**src/rtl/fpu_bus_if_pkg.sv**
```systemverilog
// Shared types and constants for the byte-wide host interface in front of the fpu core.
package pa_fpu;

  typedef enum logic [1:0] {
    op_add = 2'd0,
    op_sub = 2'd1,
    op_mul = 2'd2,
    op_div = 2'd3
  } e_fpu_op;

  typedef enum logic [1:0] {
    IDLE    = 2'd0,
    SETTLE  = 2'd1,
    CAPTURE = 2'd2
  } e_fpu_if_state;

  // Field order puts busy at bit 0 and res_sign at bit 7 of the STATUS byte.
  typedef struct packed {
    logic res_sign;
    logic res_nan;
    logic res_inf;
    logic res_zero;
    logic err_busy;
    logic err_cmd;
    logic done;
    logic busy;
  } st_fpu_status;

  localparam logic [3:0] ADDR_A0     = 4'h0;
  localparam logic [3:0] ADDR_A1     = 4'h1;
  localparam logic [3:0] ADDR_A2     = 4'h2;
  localparam logic [3:0] ADDR_A3     = 4'h3;
  localparam logic [3:0] ADDR_B0     = 4'h4;
  localparam logic [3:0] ADDR_B1     = 4'h5;
  localparam logic [3:0] ADDR_B2     = 4'h6;
  localparam logic [3:0] ADDR_B3     = 4'h7;
  localparam logic [3:0] ADDR_CMD    = 4'h8;
  localparam logic [3:0] ADDR_STATUS = 4'h9;
  localparam logic [3:0] ADDR_SETTLE = 4'hA;
  localparam logic [3:0] ADDR_RSVD   = 4'hB;
  localparam logic [3:0] ADDR_RES0   = 4'hC;
  localparam logic [3:0] ADDR_RES1   = 4'hD;
  localparam logic [3:0] ADDR_RES2   = 4'hE;
  localparam logic [3:0] ADDR_RES3   = 4'hF;

  localparam int unsigned ST_BUSY     = 0;
  localparam int unsigned ST_DONE     = 1;
  localparam int unsigned ST_ERR_CMD  = 2;
  localparam int unsigned ST_ERR_BUSY = 3;
  localparam int unsigned ST_RES_ZERO = 4;
  localparam int unsigned ST_RES_INF  = 5;
  localparam int unsigned ST_RES_NAN  = 6;
  localparam int unsigned ST_RES_SIGN = 7;

  function automatic e_fpu_op cmd_to_op(input logic [1:0] i_sel);
    e_fpu_op w_op;
    case (i_sel)
      2'd0:    w_op = op_add;
      2'd1:    w_op = op_sub;
      2'd2:    w_op = op_mul;
      2'd3:    w_op = op_div;
      default: w_op = op_add;
    endcase
    return w_op;
  endfunction

endpackage

```
**src/rtl/fpu_bus_if_classify.sv**
```systemverilog
// Combinational IEEE-754 single-precision classifier: zero, infinity, NaN and sign.
module fpu_classify (
  input  logic [31:0] i_ieee,
  output logic        o_zero,
  output logic        o_inf,
  output logic        o_nan,
  output logic        o_sign
);

  logic [7:0]  w_exp;
  logic [22:0] w_man;

  assign w_exp  = i_ieee[30:23];
  assign w_man  = i_ieee[22:0];
  assign o_zero = (w_exp == 8'h00) && (w_man == 23'd0);
  assign o_inf  = (w_exp == 8'hFF) && (w_man == 23'd0);
  assign o_nan  = (w_exp == 8'hFF) && (w_man != 23'd0);
  assign o_sign = i_ieee[31];

endmodule

```
**src/rtl/fpu_bus_if.sv**
```systemverilog
// Register-mapped 8-bit CPU interface that sequences one fpu operation:
// load operands, hold them for a settle window, capture and classify the result.
module fpu_bus_if
  import pa_fpu::*;
#(
  parameter int unsigned SETTLE_CYCLES  = 4,
  parameter logic        IRQ_EN_DEFAULT = 1'b1
) (
  input  logic        clk,
  input  logic        arst_n,
  input  logic [3:0]  bus_addr,
  input  logic        bus_wr,
  input  logic        bus_rd,
  input  logic [7:0]  bus_data_in,
  output logic [7:0]  bus_data_out,
  output logic        irq,
  output logic [31:0] a_operand,
  output logic [31:0] b_operand,
  output e_fpu_op     operation,
  input  logic [31:0] ieee_packet_out
);

  localparam logic [7:0] SETTLE_BYTE = 8'(SETTLE_CYCLES);
  localparam logic [7:0] CNT_INIT    = 8'(SETTLE_CYCLES - 1);

  e_fpu_if_state r_state, w_state_nxt;
  logic [7:0]    r_cnt, w_cnt_nxt;
  logic [31:0]   r_a, w_a_nxt;
  logic [31:0]   r_b, w_b_nxt;
  logic [31:0]   r_res, w_res_nxt;
  e_fpu_op       r_op, w_op_nxt;
  logic          r_irq_en, w_irq_en_nxt;
  st_fpu_status  r_status, w_status_nxt;
  logic [7:0]    r_rd_data, w_rd_data_nxt;
  logic          r_irq, w_irq_nxt;

  logic w_rd_en;
  logic w_wr_ctl;
  logic w_cls_zero, w_cls_inf, w_cls_nan, w_cls_sign;

  fpu_classify u_classify (
    .i_ieee (ieee_packet_out),
    .o_zero (w_cls_zero),
    .o_inf  (w_cls_inf),
    .o_nan  (w_cls_nan),
    .o_sign (w_cls_sign)
  );

  assign w_rd_en  = bus_rd && !bus_wr;
  assign w_wr_ctl = bus_wr && (bus_addr <= ADDR_CMD);

  // Next-state, register-file and read-data decode.
  always_comb begin
    w_state_nxt   = r_state;
    w_cnt_nxt     = r_cnt;
    w_a_nxt       = r_a;
    w_b_nxt       = r_b;
    w_res_nxt     = r_res;
    w_op_nxt      = r_op;
    w_irq_en_nxt  = r_irq_en;
    w_status_nxt  = r_status;
    w_rd_data_nxt = r_rd_data;

    if (w_rd_en) begin
      case (bus_addr)
        ADDR_A0, ADDR_A1, ADDR_A2, ADDR_A3:
          w_rd_data_nxt = r_a[{bus_addr[1:0], 3'b000} +: 8];
        ADDR_B0, ADDR_B1, ADDR_B2, ADDR_B3:
          w_rd_data_nxt = r_b[{bus_addr[1:0], 3'b000} +: 8];
        ADDR_STATUS:  w_rd_data_nxt = r_status;
        ADDR_SETTLE:  w_rd_data_nxt = SETTLE_BYTE;
        ADDR_RES0, ADDR_RES1, ADDR_RES2, ADDR_RES3:
          w_rd_data_nxt = r_res[{bus_addr[1:0], 3'b000} +: 8];
        default:      w_rd_data_nxt = 8'h00;
      endcase
      // Read-clear comes first so a capture on the same edge still sets done.
      if (bus_addr == ADDR_STATUS) begin
        w_status_nxt.done     = 1'b0;
        w_status_nxt.err_busy = 1'b0;
      end else begin
        w_status_nxt.done     = w_status_nxt.done;
      end
    end else begin
      w_rd_data_nxt = r_rd_data;
    end

    case (r_state)
      IDLE: begin
        if (bus_wr) begin
          case (bus_addr)
            ADDR_A0, ADDR_A1, ADDR_A2, ADDR_A3:
              w_a_nxt[{bus_addr[1:0], 3'b000} +: 8] = bus_data_in;
            ADDR_B0, ADDR_B1, ADDR_B2, ADDR_B3:
              w_b_nxt[{bus_addr[1:0], 3'b000} +: 8] = bus_data_in;
            ADDR_CMD: begin
              w_irq_en_nxt = bus_data_in[7];
              if (bus_data_in[6:2] == 5'd0) begin
                w_op_nxt              = cmd_to_op(bus_data_in[1:0]);
                w_status_nxt.done     = 1'b0;
                w_status_nxt.err_cmd  = 1'b0;
                w_status_nxt.err_busy = 1'b0;
                w_status_nxt.busy     = 1'b1;
                w_cnt_nxt             = CNT_INIT;
                w_state_nxt           = SETTLE;
              end else begin
                w_status_nxt.err_cmd  = 1'b1;
              end
            end
            default: w_a_nxt = r_a;
          endcase
        end else begin
          w_state_nxt = IDLE;
        end
      end
      SETTLE: begin
        if (w_wr_ctl) begin
          w_status_nxt.err_busy = 1'b1;
        end else begin
          w_status_nxt.err_busy = w_status_nxt.err_busy;
        end
        if (r_cnt == 8'd0) begin
          w_state_nxt = CAPTURE;
        end else begin
          w_cnt_nxt = r_cnt - 8'd1;
        end
      end
      CAPTURE: begin
        if (w_wr_ctl) begin
          w_status_nxt.err_busy = 1'b1;
        end else begin
          w_status_nxt.err_busy = w_status_nxt.err_busy;
        end
        w_res_nxt             = ieee_packet_out;
        w_status_nxt.res_zero = w_cls_zero;
        w_status_nxt.res_inf  = w_cls_inf;
        w_status_nxt.res_nan  = w_cls_nan;
        w_status_nxt.res_sign = w_cls_sign;
        w_status_nxt.busy     = 1'b0;
        w_status_nxt.done     = 1'b1;
        w_state_nxt           = IDLE;
      end
      default: w_state_nxt = IDLE;
    endcase

    w_irq_nxt = w_status_nxt.done & w_irq_en_nxt;
  end

  // State and register file, cleared immediately by the asynchronous reset.
  always_ff @(posedge clk or negedge arst_n) begin
    if (!arst_n) begin
      r_state   <= IDLE;
      r_cnt     <= 8'd0;
      r_a       <= 32'd0;
      r_b       <= 32'd0;
      r_res     <= 32'd0;
      r_op      <= op_add;
      r_irq_en  <= IRQ_EN_DEFAULT;
      r_status  <= '0;
      r_rd_data <= 8'h00;
      r_irq     <= 1'b0;
    end else begin
      r_state   <= w_state_nxt;
      r_cnt     <= w_cnt_nxt;
      r_a       <= w_a_nxt;
      r_b       <= w_b_nxt;
      r_res     <= w_res_nxt;
      r_op      <= w_op_nxt;
      r_irq_en  <= w_irq_en_nxt;
      r_status  <= w_status_nxt;
      r_rd_data <= w_rd_data_nxt;
      r_irq     <= w_irq_nxt;
    end
  end

  assign bus_data_out = r_rd_data;
  assign irq          = r_irq;
  assign a_operand    = r_a;
  assign b_operand    = r_b;
  assign operation    = r_op;

endmodule

```
**config.mk**
```make
export PLATFORM = sky130hd
export DESIGN_NAME = fpu_bus_if
export DESIGN_NICKNAME = d
export VERILOG_FILES = /design/src/rtl/fpu_bus_if_pkg.sv /design/src/rtl/fpu_bus_if_classify.sv /design/src/rtl/fpu_bus_if.sv
export SDC_FILE = /design/constraint.sdc
export NUM_CORES = 1
export LEC_CHECK = 0
export CORE_ASPECT_RATIO = 2
export CORE_MARGIN = 8
export CORE_UTILIZATION = 30
export DETAILED_ROUTE_END_ITERATION = 8
export PLACE_DENSITY_LB_ADDON = 0.2
export SLEW_MARGIN = 40
export SYNTH_ARGS = -nofsm -noshare
export SYNTH_HDL_FRONTEND = slang
export SYNTH_SLANG_ARGS = --single-unit
export TNS_END_PERCENT = 100
```
**constraint.sdc**
```tcl
create_clock -name clk -period 2.8 [get_ports clk]
set_clock_uncertainty 0.2 [all_clocks]
set_input_delay 0.28 -clock clk [delete_from_list [all_inputs] [get_ports clk]]
set_output_delay 0.28 -clock clk [all_outputs]
set_load 0.005 [all_outputs]
```
==> metrics.md, run 1 <==
| Metric | Value |
|---|---|
| Routed Antenna Nets | `0` |
| Status | `completed` |
| Synth cell count leaders | `nand2_1 (126), dfrtp_1 (124), o21ai_0 (54)` |
| Die height | `220 um` |
| Max_cap viols | `0` |
| TritonCTS Buffers | `17` |
| Reg-to-reg startpoint | `r_state[1]$_DFFE_PN0P_` |
| Main combinational cell family by area after synthesis | `multiplexers` |
| GPL Wtd Cong | `0.912` |
| # H-tree levels | `4` |
| WS Path Type | `input port to flip-flop` |
| Post-CTS Hold Fix Bufs | `1` |
| FF-to-FF path depth | `6` |
| Synthesized instance count | `579` |
| Yosys top cell by area | `dfrtp_1` |
| # nets final | `790` |
| WP data required | `2.90 ns` |
| Final min period | `2.49 ns` |
| Postcts setup bufs | `0` |
| RSZ-0062 raised after global routing | `false` |
| Share of cells above drive strength 1 | `18.4%` |
| Hold Violations, Final | `0` |
| DR pass1 iterations | `4` |
| Drc violations | `0` |
| Adder-cell area share of the yosys netlist | `2.82%` |
| Port Buf Inserts | `122` |
| Die Wd | `118 um` |
| Top-count cell post-synth | `nand2_1` |
| #FFs+latches synth | `125` |
| Worst-Skew Late Latency | `0.42 ns` |
| Area grow syn2layout | `38.9%` |
| GRT Total Usage | `18.1%` |
| Synth Warn # | `0` |
| First-pass GRT wire length | `roughly 35 mm` |
| Worst Tran Pin Value | `0.776 ns` |
| Fmax | `401 MHz` |
| Worst Slack Setup Final | `0.308 ns` |
| Final Max Slew Viols | `0` |
| Max VDD drop | `approximately 330 uV` |
| Synth Cell Area | `0.00622 mm2` |
| Crit path DAT | `roughly 2.6 ns` |
| Worst r2r dst | `r_cnt[4]$_DFFE_PN0P_` |
| R2r setup slk | `0.41 ns` |
| Antenna Cells | `0` |
| Initial antenna violation count | `0` |
| Starting Density | `30.5%` |
| Complex-gate fraction of the synthesized area | `between 10% and 20%` |
| Mux share of post-synthesis cell area | `15.6%` |
| Vias per cell | `5.12` |
| Root Buffer | `clkbuf_16` |
| CTS tree | `yes` |
| Sequential area share after synthesis | `roughly half` |
| Ys flop type | `dfrtp_1` |
| Post_cts resized | `0` |
| Hpwl dp | `about 18 mm` |
| IO Pins | `123` |
| CORE AREA | `around 0.02 mm2` |
| Detailed Route WL | `22.7 mm` |
| Die area | `~0.026 mm2` |
| Post-Place Worst Slack | `-0.0838 ns` |
| Dpl cell area | `between 0.007 and 0.008 mm2` |
| Power per Cell Area | `about 770 mW/mm2` |
| Slew HR | `47.9%` |
| DR WL/cell | `22.5 um` |
| Top post-synthesis cells by area | `dfrtp_1 (50%), nand2_1 (7.6%), mux2_2 (7.2%)` |
| Post-layout util | `42.4%` |
| Async SR Flop Fraction | `100%` |
| Worst-path clk slew | `0.06 ns` |
| Syn nets | `641` |
| Yosys cell types | `61` |
| Num rows | `74` |
| CP Capture Type | `flip-flop` |
| Lkg Pwr | `3.60 nW` |
| CTS sink cnt | `around 130` |
| Post-synth top area share | `between 40% and 50%` |
| Type of origin of the critical path | `input port` |
| Simple-Gate Fraction of Synth Area | `between 10% and 20%` |
| Vias | `slightly above 5000` |
| CP Max Fanout | `11` |
| GR Overflow Total | `0` |
| Vias in the first global route | `approximately 5700` |
| Clock buffer depth | `2` |
| Number of enable-type register cells in the synthesized netlist | `0` |
| Cell area after layout | `0.00863 mm2` |
| Largest net degree at the start of global routing | `51` |
| Post-Synth XOR/XNOR Area | `0%` |
| # setup viols final | `0` |
| Iter 0 DRT Violations | `around 230` |
| Avg Cell Area, Syn | `between 10 and 15 um2` |
| Tcrit/Tclk final | `89.0%` |
| Hold Path Class | `input port to asynchronous set/reset pin` |
cell usage in the layout, fill, tap and decap left out, drive strengths merged, types with 4 or more instances in the layout:
master	count
a22oi	7
dfrtp	124
nand2	126
nand4	11
nand3	10
nor3	5
clkbuf	17
mux4	9
nor2	5
o21bai	4
ha	14
a21oi	5
nor4	11
a211oi	4
bufinv	4
mux2i	19
clkdlybuf4s50	120
buf	40
inv	19
mux2	51
o2111ai	15
o21ai	73
kinds of logic (layout without fill, tap and decap cells):
| logic type | after synthesis | after routing |
|---|---|---|
| AND/OR/NAND/NOR | 192 | 192 |
| multiplexers | 79 | 79 |
| adder cells (fa/ha/maj) | 14 | 14 |
| flip-flops | 125 | 125 |
| AO/OA/AOI/OAI | 124 | 124 |
| buffers and inverters | 45 | 207 |
layout make-up:
type,count,area (um2)
Tap cell,266,333
Sequential cell,125,3130
Multi-Input combinational cell,409,2900
Timing Repair Buffer,161,1580
Fill cell,1993,11700
Clock buffer,17,425
Inverter,14,52.6
Clock inverter,15,209
worst max path at each step:
stage,endpoint,cells after the start,slack [ns],start
final,r_cnt[4]$_DFFE_PN0P_,7,0.31,bus_addr[0]
after global routing,r_cnt[5]$_DFFE_PN0P_,8,0.19,bus_addr[0]
after CTS,r_cnt[4]$_DFFE_PN0P_,7,0.35,bus_addr[0]
after detailed placement,r_cnt[4]$_DFFE_PN0P_,7,-0.08,bus_addr[0]
after global placement,bus_data_out[3]$_DFFE_PN0N_,7,-0.03,bus_addr[0]
after floorplan,bus_data_out[4]$_DFFE_PN0N_,8,0.52,bus_addr[0]
worst max-delay path, stage by stage:
cell and delay (ns):
clkdlybuf4s50_1 0.54, inv_2 0.18, ha_1 0.29, nand3b_1 0.13, or3_1 0.57, a221o_1 0.39, a32o_1 0.21
sequential cells by signal (all words and copies together), names as in the netlist, 2 cells and up:
register / cells
r_status: 7
a_operand: 32
b_operand: 32
bus_data_out: 8
operation: 2
r_state: 2
r_res: 32
r_cnt: 8
through the flow:
stage / hold slack, ns / cells / power (mW) / TNS (ns)
final: 0.232 / 1007 / 6.66 / 0
after global routing: 0.280 / 1007 / 6.99 / 0
after CTS: 0.254 / 1007 / 6.73 / 0
after detailed placement: 0.134 / 974 / 4.30 / -0.200
after global placement: 0.128 / 974 / 4.26 / -0.0511
after floorplan: -0.216 / 579 / 3.46 / 0
power by group:
group          internal, mW  leakage [nW]  switching (mW)
logic                 0.872          1.64           0.765
registers              2.25          1.66           0.375
clock network          1.50         0.301           0.893
layer usage:
layer	up-vias	GRT usage (%)	wire [um]
li1	2408	-	-
met1	2556	19.0	8540
met2	154	33.7	12300
met3	35	3.72	915
met4	0	8.94	862
met5	-	0	0
(Power assumes the default switching activity.)
==> run 2: changes to the inputs <==
- GPL_ROUTABILITY_DRIVEN: unset -> 0
==> run 2 against run 1 <==
Cell area about the same. Critical path depth unchanged. Sequential share of layout area about the same. Fmax up 0.34%. Total power down 0.35%. Register-to-register slack worse by 0.02 ns. First-iteration DRC count up 0.88%. Via count up 0.95%. Combinational power about the same. Die area unchanged. Critical path type unchanged. Critical endpoint unchanged. Largest cell class unchanged.
==> metrics.md, run 2 (same netlist as run 1, synthesis figures left out) <==
| Metric | Value |
|---|---|
| Status | `completed` |
| Worst-path clk slew | `0.06 ns (about the same)` |
| WP depth | `7 (unchanged)` |
| Slew HR | `50.8% (+3.0 points)` |
| Register cell area after layout | `0.00313 mm2 (unchanged)` |
| Routed Antenna Nets | `0 (unchanged)` |
| Vias in the first global route | `5741 (+0.90%)` |
| # setup viols final | `0 (unchanged)` |
| Vias | `5202 (+0.95%)` |
| Post-Layout Cell Count | `1005 (-0.20%)` |
| CTS tree | `yes` |
| CORE AREA | `0.0204 mm2 (unchanged)` |
| TNS Setup | `0 ns (unchanged)` |
| Worst-Skew Late Latency | `0.42 ns (about the same)` |
| Vias per cell | `5.18 (+1.2%)` |
| Worst Slack Setup Final | `0.316 ns (+0.00848 ns)` |
| Worst r2r dst | `r_cnt[4]$_DFFE_PN0P_` |
| R2r setup slk | `0.39 ns (-0.02 ns)` |
| Buf+Inv Stages, Crit Path | `2 (unchanged)` |
| Post-Place Worst Slack | `-0.0729 ns (+0.0109 ns)` |
| Power per Cell Area | `769 mW/mm2 (-0.32%)` |
| TritonCTS Buffers | `17 (unchanged)` |
| Area grow syn2layout | `38.8% (about the same)` |
| # H-tree levels | `4 (unchanged)` |
| Die height | `220 um (unchanged)` |
| Fillers | `1984 (-0.45%)` |
| Final Max Slew Viols | `0 (unchanged)` |
| CTS sink cnt | `125 (unchanged)` |
| # nets final | `789 (-0.13%)` |
| RSZ-0062 raised after global routing | `false` |
| Post_cts resized | `0 (unchanged)` |
| Top delay family on crit path | `buffers and inverters` |
| Iter 0 DRT Violations | `228 (+0.88%)` |
| Hpwl dp | `17.3 mm (-2.0%)` |
| WS Path Type | `input port to flip-flop` |
| Die area | `0.0259 mm2 (unchanged)` |
| Commonest non-fill, non-tap cell in the layout | `nand2_1` |
| Num rows | `74 (unchanged)` |
| Antenna Cells | `0 (unchanged)` |
| First-pass GRT wire length | `34.1 mm (-3.0%)` |
| Crit path DAT | `2.59 ns (about the same)` |
| Reg-to-reg startpoint | `r_cnt[5]$_DFFE_PN0P_` |
| Commonest cells after routing, fill and taps aside | `nand2_1 (126), dfrtp_1 (124), clkdlybuf4s50_1 (120)` |
| Initial antenna violation count | `0 (unchanged)` |
| Max VDD drop | `316 uV (-5.3%)` |
| Starting Density | `30.5% (unchanged)` |
| Final min period | `2.48 ns (-0.00848 ns)` |
| CP Capture Type | `flip-flop` |
| Post-Place Cells | `972 (-0.21%)` |
| FF-to-FF path depth | `4 (-2)` |
| CP cell instances | `clkdlybuf4s50_1 > inv_1 > ha_1 > nand3b_1 > or3_1 > a221o_1 > a32o_1` |
| CP max-delay cell | `or3_1` |
| Type of origin of the critical path | `input port` |
| Post-layout util | `42.4% (about the same)` |
| Lkg Pwr | `3.60 nW (-0.13%)` |
| Critical path's largest stage delay | `0.57 ns (about the same)` |
| Largest net degree at the start of global routing | `59 (+16%)` |
| GR Overflow Total | `0 (unchanged)` |
| Root Buffer | `clkbuf_16` |
| Multi-input combinational cell area | `0.00290 mm2 (unchanged)` |
| WP data required | `2.91 ns (about the same)` |
| Tcrit/Tclk final | `88.7% (-0.30 points)` |
| Port Buf Inserts | `122 (unchanged)` |
| Die Wd | `118 um (unchanged)` |
| Hold Path Class | `input port to asynchronous set/reset pin` |
| Crit path from | `bus_addr[1]` |
| DR pass1 iterations | `5 (+1)` |
| GRT Total Usage | `17.6% (-0.45 points)` |
| Share of cells above drive strength 1 | `18.1% (-0.22 points)` |
| Hold Violations, Final | `0 (unchanged)` |
| Drc violations | `0 (unchanged)` |
| Worst Tran Pin Value | `0.735 ns (-0.0414 ns)` |
| Clock buffer depth | `2 (unchanged)` |
| IO Pins | `123 (unchanged)` |
| Detailed Route WL | `22.2 mm (-1.8%)` |
| DR WL/cell | `22.1 um (-1.6%)` |
| Max_cap viols | `0 (unchanged)` |
| CP Max Fanout | `11 (unchanged)` |
| Fmax | `403 MHz (+0.34%)` |
run 2: cell types whose count changed in the layout (fill, tap and decap cells not counted), sizes merged:
cell    delta
buf        -1
inv        -3
clkbuf     +2
run 2: worst max-delay path by stage:
stage	endpoint	slack, ns
CTS	r_cnt[4]$_DFFE_PN0P_	0.34
floorplan	bus_data_out[4]$_DFFE_PN0N_	0.52
finish	r_cnt[4]$_DFFE_PN0P_	0.32
detailed placement	r_cnt[4]$_DFFE_PN0P_	-0.07
global placement	bus_data_out[3]$_DFFE_PN0N_	-0.1
global route	r_cnt[4]$_DFFE_PN0P_	0.24
run 2: cell type report:
type	count	share of cell area, %
Clock inverter	12	2.16
Clock buffer	19	5.25
Inverter	14	0.609
Timing Repair Buffer	160	18.3
Sequential cell	125	36.3
Tap cell	266	3.86
Multi-Input combinational cell	409	33.6
run 2: stage by stage:
step / power, mW / hold slack (ns) / area [um2]
2_1_floorplan: 3.46 / -0.216 / 6220
3_3_place_gp: 4.23 / 0.0686 / 7960
3_5_place_dp: 4.28 / 0.0711 / 7970
4_1_cts: 6.70 / 0.188 / 8620
5_1_grt: 6.95 / 0.201 / 8630
6_report: 6.63 / 0.170 / 8630
run 2: report_power, final:
group,leakage (nW),internal (mW),switching (mW)
Clock,0.302,1.54,0.851
Sequential,1.66,2.25,0.370
Combinational,1.64,0.861,0.763
run 2: per-layer routing:
layer / vias up / track usage, % / part of all wire [%]
met5: - / 0 / 0
met4: 0 / 11.7 / 5.5
met3: 52 / 4.02 / 4.8
met2: 177 / 32.1 / 54
met1: 2571 / 17.8 / 36
li1: 2402 / - / -
run 2: timing repair:
item                      4_1_cts  5_1_grt
setup buffers                   0        0
hold buffers                    1        0
hold endpoints to repair       33        0
run 2: worst register-to-register path, stage by stage (launching register included):
cell,delay [ns]
dfrtp_1,0.40
or4_4,0.58
o41ai_4,0.62
nor3b_1,0.19
a32o_1,0.31
==> run 3: changes to the inputs <==
- GPL_TIMING_DRIVEN: unset -> 0
==> run 3 against run 2 <==
Utilization down 0.94 points. Total power down 1.9%. Critical path depth up 2. Combinational power about the same. Cell area down 2.2%. Largest power group unchanged. Largest cell class unchanged. Hold slack better by 0.0034 ns. Setup slack better by 0.022 ns. Flip-flop and latch count unchanged. Register-to-register slack about the same. Via count up 1.2%.
==> metrics.md, run 3 (same netlist as run 1, synthesis figures left out) <==
| Metric | Value |
|---|---|
| Status | `completed` |
| Final Max Slew Viols | `0 (unchanged)` |
| CP cell instances | `clkbuf_2 > buf_6 > inv_2 > ha_1 > o41a_1 > buf_2 > clkbuf_2 > o2111ai_1 > nand4_1` |
| Tot Pwr | `6.51 mW (-1.9%)` |
| DR WL/cell | `22.5 um (+1.7%)` |
| Fmax | `406 MHz (+0.88%)` |
| Grt met2 use | `32.4% (+0.31 points)` |
| FF-to-FF path depth | `8 (+4)` |
| Reg-to-reg startpoint | `r_state[0]$_DFFE_PN0P_` |
| Share of cells above drive strength 1 | `16.6% (-1.5 points)` |
| Post-Place Worst Slack | `-0.784 ns (-0.711 ns)` |
| Die Wd | `118 um (unchanged)` |
| Worst r2r dst | `r_cnt[5]$_DFFE_PN0P_` |
| # H-tree levels | `4 (unchanged)` |
| Drc violations | `0 (unchanged)` |
| Starting Density | `30.5% (unchanged)` |
| Vias in the first global route | `5611 (-2.3%)` |
| M1 GR Usage | `18.0% (+0.22 points)` |
| Detailed Route WL | `22.5 mm (+1.2%)` |
| GR Overflow Total | `0 (unchanged)` |
| Slew HR | `48.9% (-2.0 points)` |
| WS Path Type | `input port to flip-flop` |
| Max VDD drop | `321 uV (+1.6%)` |
| Routed Antenna Nets | `0 (unchanged)` |
| Die height | `220 um (unchanged)` |
| GR Util met3 | `4.41% (+0.38 points)` |
| Tcrit/Tclk final | `87.9% (-0.77 points)` |
| Worst Slack Setup Final | `0.338 ns (+0.0217 ns)` |
| First-pass GRT wire length | `34.4 mm (+1.1%)` |
| Hold Path Class | `input port to asynchronous set/reset pin` |
| Port Buf Inserts | `121 (-0.82%)` |
| Vias | `5265 (+1.2%)` |
| Psw | `2.00 mW (+1.0%)` |
| CP Capture Type | `flip-flop` |
| # setup viols final | `0 (unchanged)` |
| Antenna Cells | `0 (unchanged)` |
| Initial antenna violation count | `0 (unchanged)` |
| Fillers | `1998 (+0.71%)` |
| Root Buffer | `clkbuf_16` |
| Final min period | `2.46 ns (-0.0217 ns)` |
| IO Pins | `123 (unchanged)` |
| Layer with the highest usage | `met2` |
| Combinational power share | `24.6% (about the same)` |
| Lkg Pwr | `3.49 nW (-2.9%)` |
| Type of origin of the critical path | `input port` |
| Sw Share | `30.8% (+0.89 points)` |
| Crit path to | `bus_data_out[0]$_DFFE_PN0N_` |
| TritonCTS Buffers | `17 (unchanged)` |
| DR pass1 iterations | `5 (unchanged)` |
| RSZ-0062 raised after global routing | `false` |
| CP max-delay cell | `o41a_1` |
| CORE AREA | `0.0204 mm2 (unchanged)` |
| Max_cap viols | `0 (unchanged)` |
| Crit path from | `bus_addr[0]` |
| Iter 0 DRT Violations | `298 (+31%)` |
| R2r setup slk | `0.40 ns (about the same)` |
| Largest net degree at the start of global routing | `67 (+14%)` |
| Die area | `0.0259 mm2 (unchanged)` |
| CP Max Fanout | `13 (+2)` |
| Crit path DAT | `2.55 ns (-0.04 ns)` |
| Cell mode on critical path | `clkbuf_2` |
| Vias per cell | `5.27 (+1.7%)` |
| Num rows | `74 (unchanged)` |
| Power per Cell Area | `771 mW/mm2 (+0.32%)` |
| Sequential share of power | `39.9% (+0.4 points)` |
| Hpwl dp | `17.5 mm (+1.6%)` |
| Hold Violations, Final | `0 (unchanged)` |
| Clock network power share | `35.5% (-0.6 points)` |
| CTS sink cnt | `125 (unchanged)` |
| Cell Int Power | `4.50 mW (-3.2%)` |
| GRT Total Usage | `17.8% (+0.15 points)` |
| Area grow syn2layout | `35.7%` |
| Worst Tran Pin Value | `0.767 ns (+0.0322 ns)` |
| Worst-path clk slew | `0.06 ns (about the same)` |
| CTS tree | `yes` |
| Critical path's largest stage delay | `0.51 ns (-0.06 ns)` |
| Clock buffer depth | `2 (unchanged)` |
| Worst-Skew Late Latency | `0.43 ns (about the same)` |
| # nets final | `783 (-0.76%)` |
| Commonest cells after routing, fill and taps aside | `nand2_1 (126), dfrtp_1 (124), clkdlybuf4s50_1 (118)` |
| Commonest non-fill, non-tap cell in the layout | `nand2_1` |
| WP data required | `2.89 ns (-0.02 ns)` |
[run 3: cell count changes in the layout (fill, tap and decap cells not counted), moves of 2 or more]
cell	change
buf_1	+3
buf_12	-6
buf_2	+12
buf_4	-32
buf_6	+2
clkbuf_1	+8
clkbuf_2	+6
clkbuf_8	-2
clkdlybuf4s50_1	-2
clkinv_2	+2
inv_6	+3
o2111ai_1	-2
o2111ai_2	+2
[run 3: cell type report]
cell class	instances	area, um2	share of cell area, %
Clock inverter	15	185	2.19
Timing Repair Buffer	123	1250	14.8
Buffer	31	154	1.82
Inverter	14	52.6	0.623
Clock buffer	17	425	5.04
Tap cell	266	333	3.94
Multi-Input combinational cell	409	2910	34.5
Sequential cell	125	3130	37.1
[run 3: critical path, delay by kind of cell]
family          cells  cell delay (ns)
compound gates      2             0.82
buf+inv             5             1.04
fa+ha+maj           1             0.27
simple gates        1             0.14
[run 3: per-stage QoR]
step           hold WS [ns]  setup TNS [ns]  cell area [um2]  utilization (%)  instances
3_3_place_gp          0.283         -502.67             7760             38.1        966
5_1_grt               0.217               0             8440             41.4       1000
4_1_cts               0.203               0             8430             41.4       1000
6_report              0.173               0             8440             41.4       1000
2_1_floorplan        -0.216               0             6220                -        579
3_5_place_dp         0.0524          -47.79             7800             38.3        967
[run 3: worst min-delay path by stage]
| stage | start | end | depth (start not counted) |
|---|---|---|---|
| after floorplan | arst_n | a_operand[0]$_DFFE_PN0P_ | 0 |
| after global placement | r_status[6]$_DFFE_PN0P_ | r_status[6]$_DFFE_PN0P_ | 1 |
| after detailed placement | arst_n | r_res[12]$_DFFE_PN0P_ | 1 |
| after CTS | arst_n | r_res[12]$_DFFE_PN0P_ | 2 |
| after global routing | arst_n | r_res[12]$_DFFE_PN0P_ | 2 |
| final | arst_n | r_res[12]$_DFFE_PN0P_ | 2 |
[run 3: repair_timing]
item | 4_1_cts | 5_1_grt
endpoints found under the hold margin | 59 | 0
buffers inserted | 0 | 0
hold buffers | 1 | 0
gates resized for setup | 5 | 8
endpoints found under the setup margin | 81 | 47
[run 3: per-layer routing]
metal	part of all wire (%)	vias up
li1	-	2401
met1	36	2607
met2	54	209
met3	5.2	48
met4	5.0	0
met5	0	-
[run 3: power groups by stage]
stage / Clock (mW) / Sequential, mW / Combinational (mW)
after global routing: 2.43 / 2.65 / 1.74
final: 2.31 / 2.60 / 1.60
after CTS: 2.34 / 2.60 / 1.61
after global placement: 0 / 2.62 / 1.55
after detailed placement: 0 / 2.63 / 1.60
after floorplan: 0 / 2.49 / 0.971
